==> src/rtl/bus_pkg.sv <==
`default_nettype none
// ============================================================================
//  Module      : bus_pkg
//  Description : Shared definitions for the bus arbiter: arbitration mode
//                encodings, default bus widths and the owner-index width
//                helper.
//  Revision    : 1.0 - initial release
// ============================================================================
package bus_pkg;

   localparam int MODE_FIXED = 0;
   localparam int MODE_RR    = 1;

   localparam int DEFAULT_AW = 16;
   localparam int DEFAULT_DW = 8;

   // Width of an owner index; never below one bit so a two-master bus still
   // gets a real port.
   function automatic int owner_width(input int n);
      return (n <= 2) ? 1 : $clog2(n);
   endfunction

endpackage
`default_nettype wire

==> src/rtl/rr_pick.sv <==
`default_nettype none
// ============================================================================
//  Module      : rr_pick
//  Description : Combinational priority picker. Scans the request vector
//                starting at index 'start', wrapping modulo N, skipping any
//                bit set in 'mask'. Reports the first eligible index.
//  Ports       : req    - request vector
//                start  - first index examined
//                mask   - requests to ignore
//                winner - index of the chosen requester (0 when none)
//                found  - a requester was chosen
//  Revision    : 1.0 - initial release
// ============================================================================
module rr_pick #(
   parameter int N  = 2,
   parameter int IW = 1
) (
   input  logic [N-1:0]  req,
   input  logic [IW-1:0] start,
   input  logic [N-1:0]  mask,
   output logic [IW-1:0] winner,
   output logic          found
);

   logic [N-1:0] w_elig;
   logic [N-1:0] w_shift;
   int           w_idx;

   assign w_elig = req & ~mask;

   always_comb begin
      winner  = '0;
      found   = 1'b0;
      w_idx   = 0;
      w_shift = '0;
      for (int k = 0; k < N; k++) begin
         // start is always < N, so a single subtraction performs the wrap
         w_idx = int'(start) + k;
         if (w_idx >= N) begin
            w_idx = w_idx - N;
         end
         w_shift = w_elig >> w_idx;
         if (!found && w_shift[0]) begin
            found  = 1'b1;
            winner = IW'(w_idx);
         end
      end
   end

endmodule
`default_nettype wire

==> src/rtl/bus_arbiter.sv <==
`default_nettype none
// ============================================================================
//  Module      : bus_arbiter
//  Description : N-master shared-bus arbiter with registered one-hot grant,
//                fixed-priority or round-robin selection, lock-based bursts
//                and a hold limit that bounds a locked tenure whenever
//                another master is waiting.
//  Ports       : clock, reset           - bus clock, async active-high reset
//                m_req/m_lock           - per-master request / keep-ownership
//                m_address/m_outdata    - packed per-master address / wdata
//                m_load/m_store         - per-master read / write strobes
//                m_grant                - registered one-hot grant
//                m_indata               - read data broadcast to masters
//                bus_address/outdata    - steered slave address / wdata
//                bus_load/bus_store     - steered slave strobes
//                bus_data               - OR-combined slave read data
//                bus_owner              - current owner index
//  Revision    : 1.0 - initial release
// ============================================================================
module bus_arbiter
   import bus_pkg::*;
#(
   parameter int MASTERS  = 2,
   parameter int AW       = DEFAULT_AW,
   parameter int DW       = DEFAULT_DW,
   parameter int MODE     = MODE_FIXED,
   parameter int MAX_HOLD = 160
) (
   input  logic                                 clock,
   input  logic                                 reset,
   input  logic [MASTERS-1:0]                   m_req,
   input  logic [MASTERS-1:0]                   m_lock,
   input  logic [MASTERS*AW-1:0]                m_address,
   input  logic [MASTERS*DW-1:0]                m_outdata,
   input  logic [MASTERS-1:0]                   m_load,
   input  logic [MASTERS-1:0]                   m_store,
   output logic [MASTERS-1:0]                   m_grant,
   output logic [DW-1:0]                        m_indata,
   output logic [AW-1:0]                        bus_address,
   output logic [DW-1:0]                        bus_outdata,
   output logic                                 bus_load,
   output logic                                 bus_store,
   input  logic [DW-1:0]                        bus_data,
   output logic [owner_width(MASTERS)-1:0]      bus_owner
);

   localparam int OW = owner_width(MASTERS);
   localparam int HW = $clog2(MAX_HOLD + 1);

   localparam logic [HW-1:0]      c_hold_last = HW'(MAX_HOLD - 1);
   localparam logic [OW-1:0]      c_last_idx  = OW'(MASTERS - 1);
   localparam logic [MASTERS-1:0] c_one       = MASTERS'(1);

   logic [OW-1:0] r_owner, w_owner_nxt;
   logic          r_valid, w_valid_nxt;
   logic [HW-1:0] r_hold,  w_hold_nxt;
   logic [OW-1:0] r_ptr,   w_ptr_nxt;

   logic [MASTERS-1:0] w_owner_oh;
   logic [MASTERS-1:0] w_others;
   logic [MASTERS-1:0] w_mask;
   logic               w_hold_hit;
   logic               w_retain;
   logic [OW-1:0]      w_start;
   logic [OW-1:0]      w_winner;
   logic               w_found;

   logic [AW-1:0] w_addr_arr [MASTERS];
   logic [DW-1:0] w_data_arr [MASTERS];

   for (genvar i = 0; i < MASTERS; i++) begin : g_unpack
      assign w_addr_arr[i] = m_address[i*AW +: AW];
      assign w_data_arr[i] = m_outdata[i*DW +: DW];
   end

   assign w_owner_oh = c_one << r_owner;
   assign w_others   = m_req & ~w_owner_oh;

   // The limit only bites when someone else is waiting; an uncontested
   // locked owner sits at the saturated count and keeps the bus.
   assign w_hold_hit = r_valid && (r_hold == c_hold_last) && (|w_others);
   assign w_retain   = r_valid && m_req[r_owner] && m_lock[r_owner] && !w_hold_hit;
   assign w_mask     = w_hold_hit ? w_owner_oh : '0;

   if (MODE == MODE_RR) begin : g_rr_start
      // Search begins just after the last owner, so an unlocked owner only
      // wins again when nobody else is requesting.
      assign w_start = (r_ptr == c_last_idx) ? '0 : r_ptr + 1'b1;
   end else begin : g_fixed_start
      assign w_start = '0;
   end

   rr_pick #(
      .N  (MASTERS),
      .IW (OW)
   ) u_pick (
      .req    (m_req),
      .start  (w_start),
      .mask   (w_mask),
      .winner (w_winner),
      .found  (w_found)
   );

   always_comb begin
      w_owner_nxt = r_owner;
      w_valid_nxt = 1'b0;
      w_hold_nxt  = '0;
      w_ptr_nxt   = r_ptr;
      if (w_retain) begin
         w_valid_nxt = 1'b1;
         w_hold_nxt  = (r_hold == c_hold_last) ? r_hold : r_hold + 1'b1;
      end else if (w_found) begin
         w_owner_nxt = w_winner;
         w_valid_nxt = 1'b1;
         w_ptr_nxt   = w_winner;
      end
   end

   always_ff @(posedge clock or posedge reset) begin
      if (reset) begin
         r_owner <= '0;
         r_valid <= 1'b0;
         r_hold  <= '0;
         r_ptr   <= '0;
      end else begin
         r_owner <= w_owner_nxt;
         r_valid <= w_valid_nxt;
         r_hold  <= w_hold_nxt;
         r_ptr   <= w_ptr_nxt;
      end
   end

   assign m_grant     = r_valid ? w_owner_oh : '0;
   assign bus_owner   = r_owner;
   assign bus_address = r_valid ? w_addr_arr[r_owner] : '0;
   assign bus_outdata = r_valid ? w_data_arr[r_owner] : '0;
   assign bus_load    = r_valid & m_load[r_owner];
   assign bus_store   = r_valid & m_store[r_owner];
   assign m_indata    = bus_data;

endmodule
`default_nettype wire

==> config.mk <==
export PLATFORM = sky130hd
export DESIGN_NAME = bus_arbiter
export DESIGN_NICKNAME = d
export VERILOG_FILES = /design/src/rtl/bus_pkg.sv /design/src/rtl/rr_pick.sv /design/src/rtl/bus_arbiter.sv
export SDC_FILE = /design/constraint.sdc
export NUM_CORES = 1
export LEC_CHECK = 0
export ABC_AREA = 0
export ABC_CLOCK_PERIOD_IN_PS = 3200
export CAP_MARGIN = 15
export CORE_UTILIZATION = 25
export CTS_BUF_LIST = sky130_fd_sc_hd__clkbuf_8
export DETAILED_ROUTE_END_ITERATION = 12
export PLACE_DENSITY = 0.68
export SYNTH_ARGS = -nofsm -noshare
export SYNTH_HDL_FRONTEND = slang
export SYNTH_SLANG_ARGS = --single-unit
==> constraint.sdc <==
create_clock -name clock -period 3.2 [get_ports clock]
set_clock_uncertainty 0.1 [all_clocks]
set_input_delay 0.8 -clock clock [delete_from_list [all_inputs] [get_ports clock]]
set_output_delay 0.8 -clock clock [all_outputs]
set_load 0.02 [all_outputs]
After elaboration in Yosys (flattened, before gate mapping)
Cells that the tools add are included.

Bits in writable memories: 0. Memory bits (read-only): 0. Memories kept: 0. Logic and storage cells: 52. Bits in latches: 0. Bits of input ports: 66. Flip-flop bits (word level): 10. Output and inout port bits: 37.

Reductions and logical operators: 10. Shift operators: 1. Equal/unequal tests: 2. Mux-type cells: 25. Multiply operators: 0. Divide/modulo/power cells: 0. Add/sub/neg operators: 1. $lt $le $gt $ge: 2. Bitwise operators: 8.

Operators by type and width (number): $mux W16 (4); $mux W8 (6); $mux W1 (13); $add A8 B1 Y8 const B (1); $eq A8 B8 Y1 const B (1); $logic_and A1 B1 Y1 (6); $and A2 B2 Y2 (2); $mux W2 (2); $not A2 Y2 (2); $and A1 B1 Y1 (2); $ge A2 B2 Y1 const B (1); $logic_not A1 Y1 (2); $lt A1 B2 Y1 const B (1); $ne A2 B2 Y1 const B (1); $not A1 Y2 (1); $reduce_and A2 Y1 (1); $reduce_or A2 Y1 (1); $shl A1 B1 Y2 const A (1); $not A1 Y1 (1).

Longest topological paths before layout
Gate-level depths: netlist of the first run.

Depth after elaboration: 14. Mapped depth: 6. Depth with buffers taken out: 5.

Hierarchy
A second synthesis of the first run with hierarchy kept.

Cell total of the unflattened synthesis: 128. Area, all modules: 1146.1 um^2.

Modules (own cells, without submodules): bus_arbiter (area an instance 1109.8 um^2, instances 1, cells each 123, seq. area each 250.2 um^2); rr_pick (area an instance 36.3 um^2, instances 1, cells each 5, seq. area each 0.0 um^2).

Least setup slack after synthesis of the first run
OpenSTA, ideal clock, no wires.

Path kind: flip-flop to output port. Start: register r_owner, in the netlist bus_owner. End: output bus_address[14]. Required time: 2.300 ns. Setup slack: 0.934 ns. Path buffers: 3. Arrival time: 1.366 ns. Stages on the path, launching flop included: 6. Path through: dfrtp_1 buf_2 buf_6 buf_4 mux2i_1 nor2b_1.

Word-level cells in the longest chain between the ends: 5.

RTL lines: start, declared (line bus_arbiter.sv:54) `logic [OW-1:0] r_owner, w_owner_nxt;`; start signal, assigned (line bus_arbiter.sv:126) `r_owner <= w_owner_nxt;`; $not A1 Y2 (not written as such) (line bus_arbiter.sv:135) `assign bus_address = r_valid ? w_addr_arr[r_owner] : '0;`; $mux W16 (not written as such) (3 in series) (line bus_arbiter.sv:135); $mux W16 (line bus_arbiter.sv:135); end, declared (line bus_arbiter.sv:39) `output logic [AW-1:0] bus_address,`.

No other way between the ends. The select of a mux whose other input is x is not followed.

Final worst setup path of the first run
Start: input m_outdata[3]. End: output bus_outdata[3].

Word-level cells in the longest chain between the ends: 4.

RTL lines: start, declared (line bus_arbiter.sv:34) `input logic [MASTERS*DW-1:0] m_outdata,`; $mux W8 (not written as such) (3 in series) (line bus_arbiter.sv:136) `assign bus_outdata = r_valid ? w_data_arr[r_owner] : '0;`; $mux W8 (line bus_arbiter.sv:136); end, declared (line bus_arbiter.sv:40) `output logic [DW-1:0] bus_outdata,`.

No other way between the ends. The select of a mux whose other input is x is not followed.

==> results of run 1 <==
## power groups by stage
stage	registers [mW]	logic, mW	clock network (mW)
detailed placement	0.149	0.299	0
finish	0.147	0.296	0.158
global placement	0.149	0.297	0
CTS	0.146	0.300	0.163
global route	0.148	0.320	0.170
floorplan	0.139	0.165	0
## layout by cell type, fill, tap and decap left out, drive strengths merged
cell type	count
nor2	8
xor2	2
nor2b	27
inv	1
clkbuf	4
ha	1
dfrtp	10
a21oi	3
buf	2
nand3	6
a22o	1
or2	1
o21ai	2
a211oi	2
o211ai	1
and2	2
mux2i	27
nor3b	1
clkdlybuf4s50	86
and3	3
nand2	6
nand3b	1
xnor2	2
and4bb	1
## sequential cells by signal, summed over array words and instances (netlist names)
register	flops
r_hold	8
bus_owner	1
r_valid	1
## final cells by class
cell class                      instances  area (um^2)  share of cell area
Clock buffer                            4        55.05             0.02757
Sequential cell                        10        251.5              0.1259
Tap cell                               50        62.56             0.03133
Multi-Input combinational cell         97        735.7              0.3684
Timing Repair Buffer                   88        888.4              0.4449
Inverter                                1        3.754            0.001880
## through the flow
| step | util | setup slack (ns) |
|---|---|---|
| final | 0.4853 | 0.2298 |
| after global routing | 0.4853 | 0.1355 |
| after CTS | 0.4853 | 0.2174 |
| after detailed placement | 0.4719 | 0.2255 |
| after global placement | 0.4719 | 0.2527 |
| after floorplan | - | 0.9341 |
## cells by family after synthesis
logic type | Yosys count | share of synthesized area
XOR/XNOR | 4 | 0.03182
flip-flops | 10 | 0.2273
AO/OA/AOI/OAI | 9 | 0.07954
adder cells (fa/ha/maj) | 1 | 0.01136
buffers and inverters | 17 | 0.1045
multiplexers | 27 | 0.2455
AND/OR/NAND/NOR | 56 | 0.3000
## per-layer routing
metal | part of all wire | wire length, um | vias to the layer above
li1 | - | - | 562
met1 | 0.41 | 1154 | 477
met2 | 0.47 | 1302 | 59
met3 | 0.10 | 278 | 4
met4 | 0.017 | 46 | 0
met5 | 0 | 0 | -
## path summary, 6_finish.rpt
path | start | to
max in group asynchronous | reset | bus_owner$_DFFE_PP0P_
min in group asynchronous | reset | r_valid$_DFF_PP0_
hold / removal | r_hold[3]$_DFFE_PP0P_ | r_hold[3]$_DFFE_PP0P_
setup / recovery | m_outdata[3] | bus_outdata[3]
hold reg to reg | r_hold[3]$_DFFE_PP0P_ | r_hold[3]$_DFFE_PP0P_
setup reg to reg | r_hold[0]$_DFFE_PP0P_ | r_hold[2]$_DFFE_PP0P_
## worst max-delay path: cells and delay by family
| kind | cells | cell delay (ns) |
|---|---|---|
| buffers and inverters | 2 | 1.08 |
| and+or+nand+nor | 1 | 0.13 |
| muxes | 1 | 0.06 |
==> flow_metrics.tcl, run 1 <==
set metrics [dict create \
    die_w_um 68.37 \
    port_buffers 86 \
    grt_first_pass_wirelength_um 4181 \
    synth_top_area_cell "mux2i_1" \
    setup_viol 0 \
    peakVddDrop_uv 179.6 \
    htreeDepth 1 \
    first_iter_violations 6 \
    cts.hold.buffers_added 0 \
    p_leak_nw 0.8334 \
    min_path_type "reg2reg" \
    design_area_um2 1997 \
    dp_hpwl_um 2245 \
    swShare 0.3058 \
    synth_area_per_cell_um2 8.879 \
    dpl.cell_count 246 \
    synth_cells 124 \
    cts_tree "yes" \
    tns_ns 0 \
    syn-num-nets 191 \
    die_h_um 68.37 \
    area_growth_pct 81.36 \
    placementRows 23 \
    first_pass_iters 3 \
    antenna_found_initial 0 \
    grt_start_max_net_pins 22 \
    cts_setup_buffers 0 \
    synth-seq-cells 10 \
    synthArstFlopShare 1.000 \
    cts.sinks 10 \
    powerDensity_nw_per_um2 300.6 \
    hold_viol 0 \
    num_vias 1102 \
    wl_per_cell_um 11.13 \
    cp-start-kind "primary input" \
    criticalPathCategory "in2out" \
    fillCellCount 433 \
    synth_common_cells "mux2i_1, nor2b_1, dfrtp_1" \
    ant_nets 0 \
    slew_headroom 0.7245 \
    grt_busiest_layer "met2" \
    seq_power_share 0.244 \
    grt_use_met2 0.1912 \
    nets 268 \
    overflow 0 \
    n_antenna_cell 0 \
    cp_cell_sequence "clkdlybuf4s50_1 -> mux2i_1 -> nor2b_1 -> clkdlybuf4s50_1" \
    critPathCaptureType "output pin" \
    total_power_uw 600.2 \
    io_pins 103 \
    p_sw_uw 183.6 \
    layout.cells.non_filler 250 \
    required_ns 2.30 \
    max_freq_mhz 336.7 \
    globalRouteMet1Util 0.1450 \
    rsz0062_at_grt "no" \
    p_int_uw 416.7 \
    arrival_ns 2.07 \
    clk_pin_slew_ns 0.04 \
    synth_flop_cell "dfrtp_1" \
    grt_pass1_vias 974 \
    track_usage 0.1205 \
    viasPerCell 4.408 \
    place_congestion 0.7286 \
    synthDistinctLibCells 31 \
    cts-root-buf "clkbuf_8" \
    yosysWarnings 0 \
    cts_max_path_buffers 2 \
    drv_slew 0 \
    start_util 0.2676 \
    tightest_slew_ns 0.4133 \
    synth_edf_count 0 \
    grt_use_met3 0.03833 \
    maxCapViolations 0 \
    core_um2 4115 \
    rrSetupSlack_ns 1.46 \
    cp_max_fo 1 \
    drc 0 \
    period_share 0.9282 \
    cpPeakStageDelay_ns 0.62 \
    drive_gt1_frac 0.09000 \
    hold_path_depth 1 \
    synth_area_leaders "mux2i_1, dfrtp_1, nor2b_1" \
    cts_resized 0 \
    path_common_cell "clkdlybuf4s50_1" \
    yosysTopAreaCellShare 0.2455 \
    slowest_stage "clkdlybuf4s50_1" \
    placed_area_um2 1942 \
    fin_crit_ns 2.970 \
    yosysSeqAreaShare 0.2273 \
    clock_latency_ns 0.24 \
    numCtsBuffers 3 \
    die-area_um2 4674 \
    hold_slack_ns 0.4369 \
    netlist_area_um2 1101 \
    clkPwrFrac 0.263 \
    status "completed" \
    comb_power_share 0.493 \
    rr_worst_depth 5 \
    totalWireLength_um 2782 \
]
Note: power is estimated with default switching activity, not from simulation.
==> inputs of run 2 (changes only) <==
--- a/config.mk
+++ b/config.mk
@@ -13,2 +13,3 @@
 export DETAILED_ROUTE_END_ITERATION = 12
+export MAX_ROUTING_LAYER = met4
 export PLACE_DENSITY = 0.68
--- a/constraint.sdc
+++ b/constraint.sdc
@@ -4,2 +4,2 @@
 set_output_delay 0.8 -clock clock [all_outputs]
-set_load 0.02 [all_outputs]
+set_load 0.1 [all_outputs]
==> flow_metrics.tcl, run 2 (synthesis gave the netlist of run 1 again) <==
set metrics [dict create \
    die_w_um 68.37 \
    io_pins 103 \
    port_buffers 86 \
    tightest_slew_ns 0.6548 \
    cp_cell_sequence "buf_12 -> mux2i_1 -> nor2b_4 -> buf_12" \
    min_path_type "reg2reg" \
    track_usage 0.1492 \
    largest_reg_flops 8 \
    slew_headroom 0.5635 \
    cts_tree "yes" \
    area_growth_pct 121.4 \
    p_leak_nw 1.133 \
    placementRows 23 \
    grt_busiest_layer "met2" \
    die-area_um2 4674 \
    p_int_uw 522.2 \
    setup_viol 0 \
    grt_pass1_vias 1136 \
    top_register "r_hold" \
    clkPwrFrac 0.160 \
    clk_pin_slew_ns 0.05 \
    grt_first_pass_wirelength_um 5030 \
    core_um2 4115 \
    first_pass_iters 4 \
    tns_ns 0 \
    cpPeakStageDelay_ns 0.76 \
    final_common_cell "clkdlybuf4s50_1" \
    critPathTopFamily "flip-flops" \
    cts_resized 0 \
    p_sw_uw 462.5 \
    cp-start-kind "flip-flop" \
    cts_max_path_buffers 2 \
    critical_path_buf_inv_count 2 \
    required_ns 2.30 \
    ant_nets 0 \
    clock_latency_ns 0.24 \
    period_share 0.8590 \
    nets 268 \
    grt_use_met3 0.02500 \
    path_common_cell "buf_12" \
    peakVddDrop_uv 162.9 \
    die_h_um 68.37 \
    first_iter_violations 23 \
    num_vias 1143 \
    antenna_found_initial 0 \
    wl_per_cell_um 13.85 \
    drc 0 \
    htreeDepth 1 \
    arrival_ns 1.85 \
    powerDensity_nw_per_um2 404.0 \
    grt_start_max_net_pins 27 \
    criticalPathCategory "reg2out" \
    final_cell_mix "clkdlybuf4s50_1, buf_12, mux2i_1, nor2b_4, dfrtp_1" \
    fin_crit_ns 2.749 \
    rsz0062_at_grt "no" \
    viasPerCell 4.572 \
    overflow 0 \
    hold_viol 0 \
    place_congestion 0.7106 \
    totalWireLength_um 3463 \
    cts.hold.buffers_added 0 \
    cp_max_fo 23 \
    maxCapViolations 0 \
    cts_setup_buffers 0 \
    critPathCaptureType "output pin" \
    cts.sinks 10 \
    grt_use_met2 0.2488 \
    globalRouteMet1Util 0.1766 \
    status "completed" \
    comb_power_share 0.694 \
    slowest_stage "dfrtp_1" \
    drive_gt1_frac 0.3650 \
    swShare 0.4696 \
    drv_slew 0 \
    seq_power_share 0.146 \
    n_antenna_cell 0 \
    numCtsBuffers 3 \
    post-route-util 0.5923 \
    cts-root-buf "clkbuf_8" \
    start_util 0.2676 \
    max_freq_mhz 363.8 \
    dp_hpwl_um 2932 \
]
## run 2: cell count changes in the layout (fill, tap and decap cells not counted), sizes merged
| cell | previous run | this run |
|---|---|---|
| clkdlybuf4s50 | 86 | 57 |
| buf | 2 | 31 |
## run 2: worst register-to-register path: stages (launching register included)
cell and delay (ns):
dfrtp_1 0.76, buf_12 0.27, mux2i_1 0.31, o211ai_4 0.16
nor3b_1 0.20
## run 2: final timing paths
| check | startpoint | to | slack [ns] | cells past startpoint |
|---|---|---|---|---|
| worst max-delay path | bus_owner$_DFFE_PP0P_ | bus_address[13] | 0.45 | 4 |
| worst min-delay path | r_hold[3]$_DFFE_PP0P_ | r_hold[3]$_DFFE_PP0P_ | 0.43 | 1 |
| worst max register to register | bus_owner$_DFFE_PP0P_ | r_hold[2]$_DFFE_PP0P_ | 1.33 | 4 |
| worst min register to register | r_hold[3]$_DFFE_PP0P_ | r_hold[3]$_DFFE_PP0P_ | 0.43 | 1 |
| max in group asynchronous | reset | r_hold[1]$_DFFE_PP0P_ | 1.97 | 2 |
| min in group asynchronous | reset | r_hold[0]$_DFFE_PP0P_ | 0.76 | 2 |
## run 2: layout make-up
type                       count  area [um^2]
tap                           50        62.56
fill                         330         1678
timing repair buffer          88         1179
inverter                       1        3.754
multi-input combinational     97        887.1
clock buffer                   4        55.05
sequential                    10        250.2
## run 2: layer usage
layer  wire length [um]  up-vias
li1                   -      565
met1               1315      516
met2               1837       55
met3                237        7
met4                 72        0
met5                  0        -
## run 2: metrics by stage
stage          instance area [um^2]  hold WS, ns  power, mW  cells  setup slack (ns)
6_report                       2437       0.4333     0.9847    250            0.4511
5_1_grt                        2437       0.4642      1.019    250            0.3281
4_1_cts                        2437       0.4408     0.9939    250            0.4195
3_5_place_dp                   2382       0.4275     0.8333    246            0.5656
3_3_place_gp                   2382       0.4164     0.8262    246            0.5937
2_1_floorplan                  1252       0.3902     0.6134    124           -0.1512
## run 2: power groups by stage
| stage | sequential, mW | clock (mW) | combinational [mW] |
|---|---|---|---|
| floorplan | 0.147 | 0 | 0.466 |
| global placement | 0.146 | 0 | 0.681 |
| detailed placement | 0.146 | 0 | 0.687 |
| CTS | 0.144 | 0.161 | 0.689 |
| global route | 0.146 | 0.168 | 0.706 |
| finish | 0.144 | 0.158 | 0.683 |
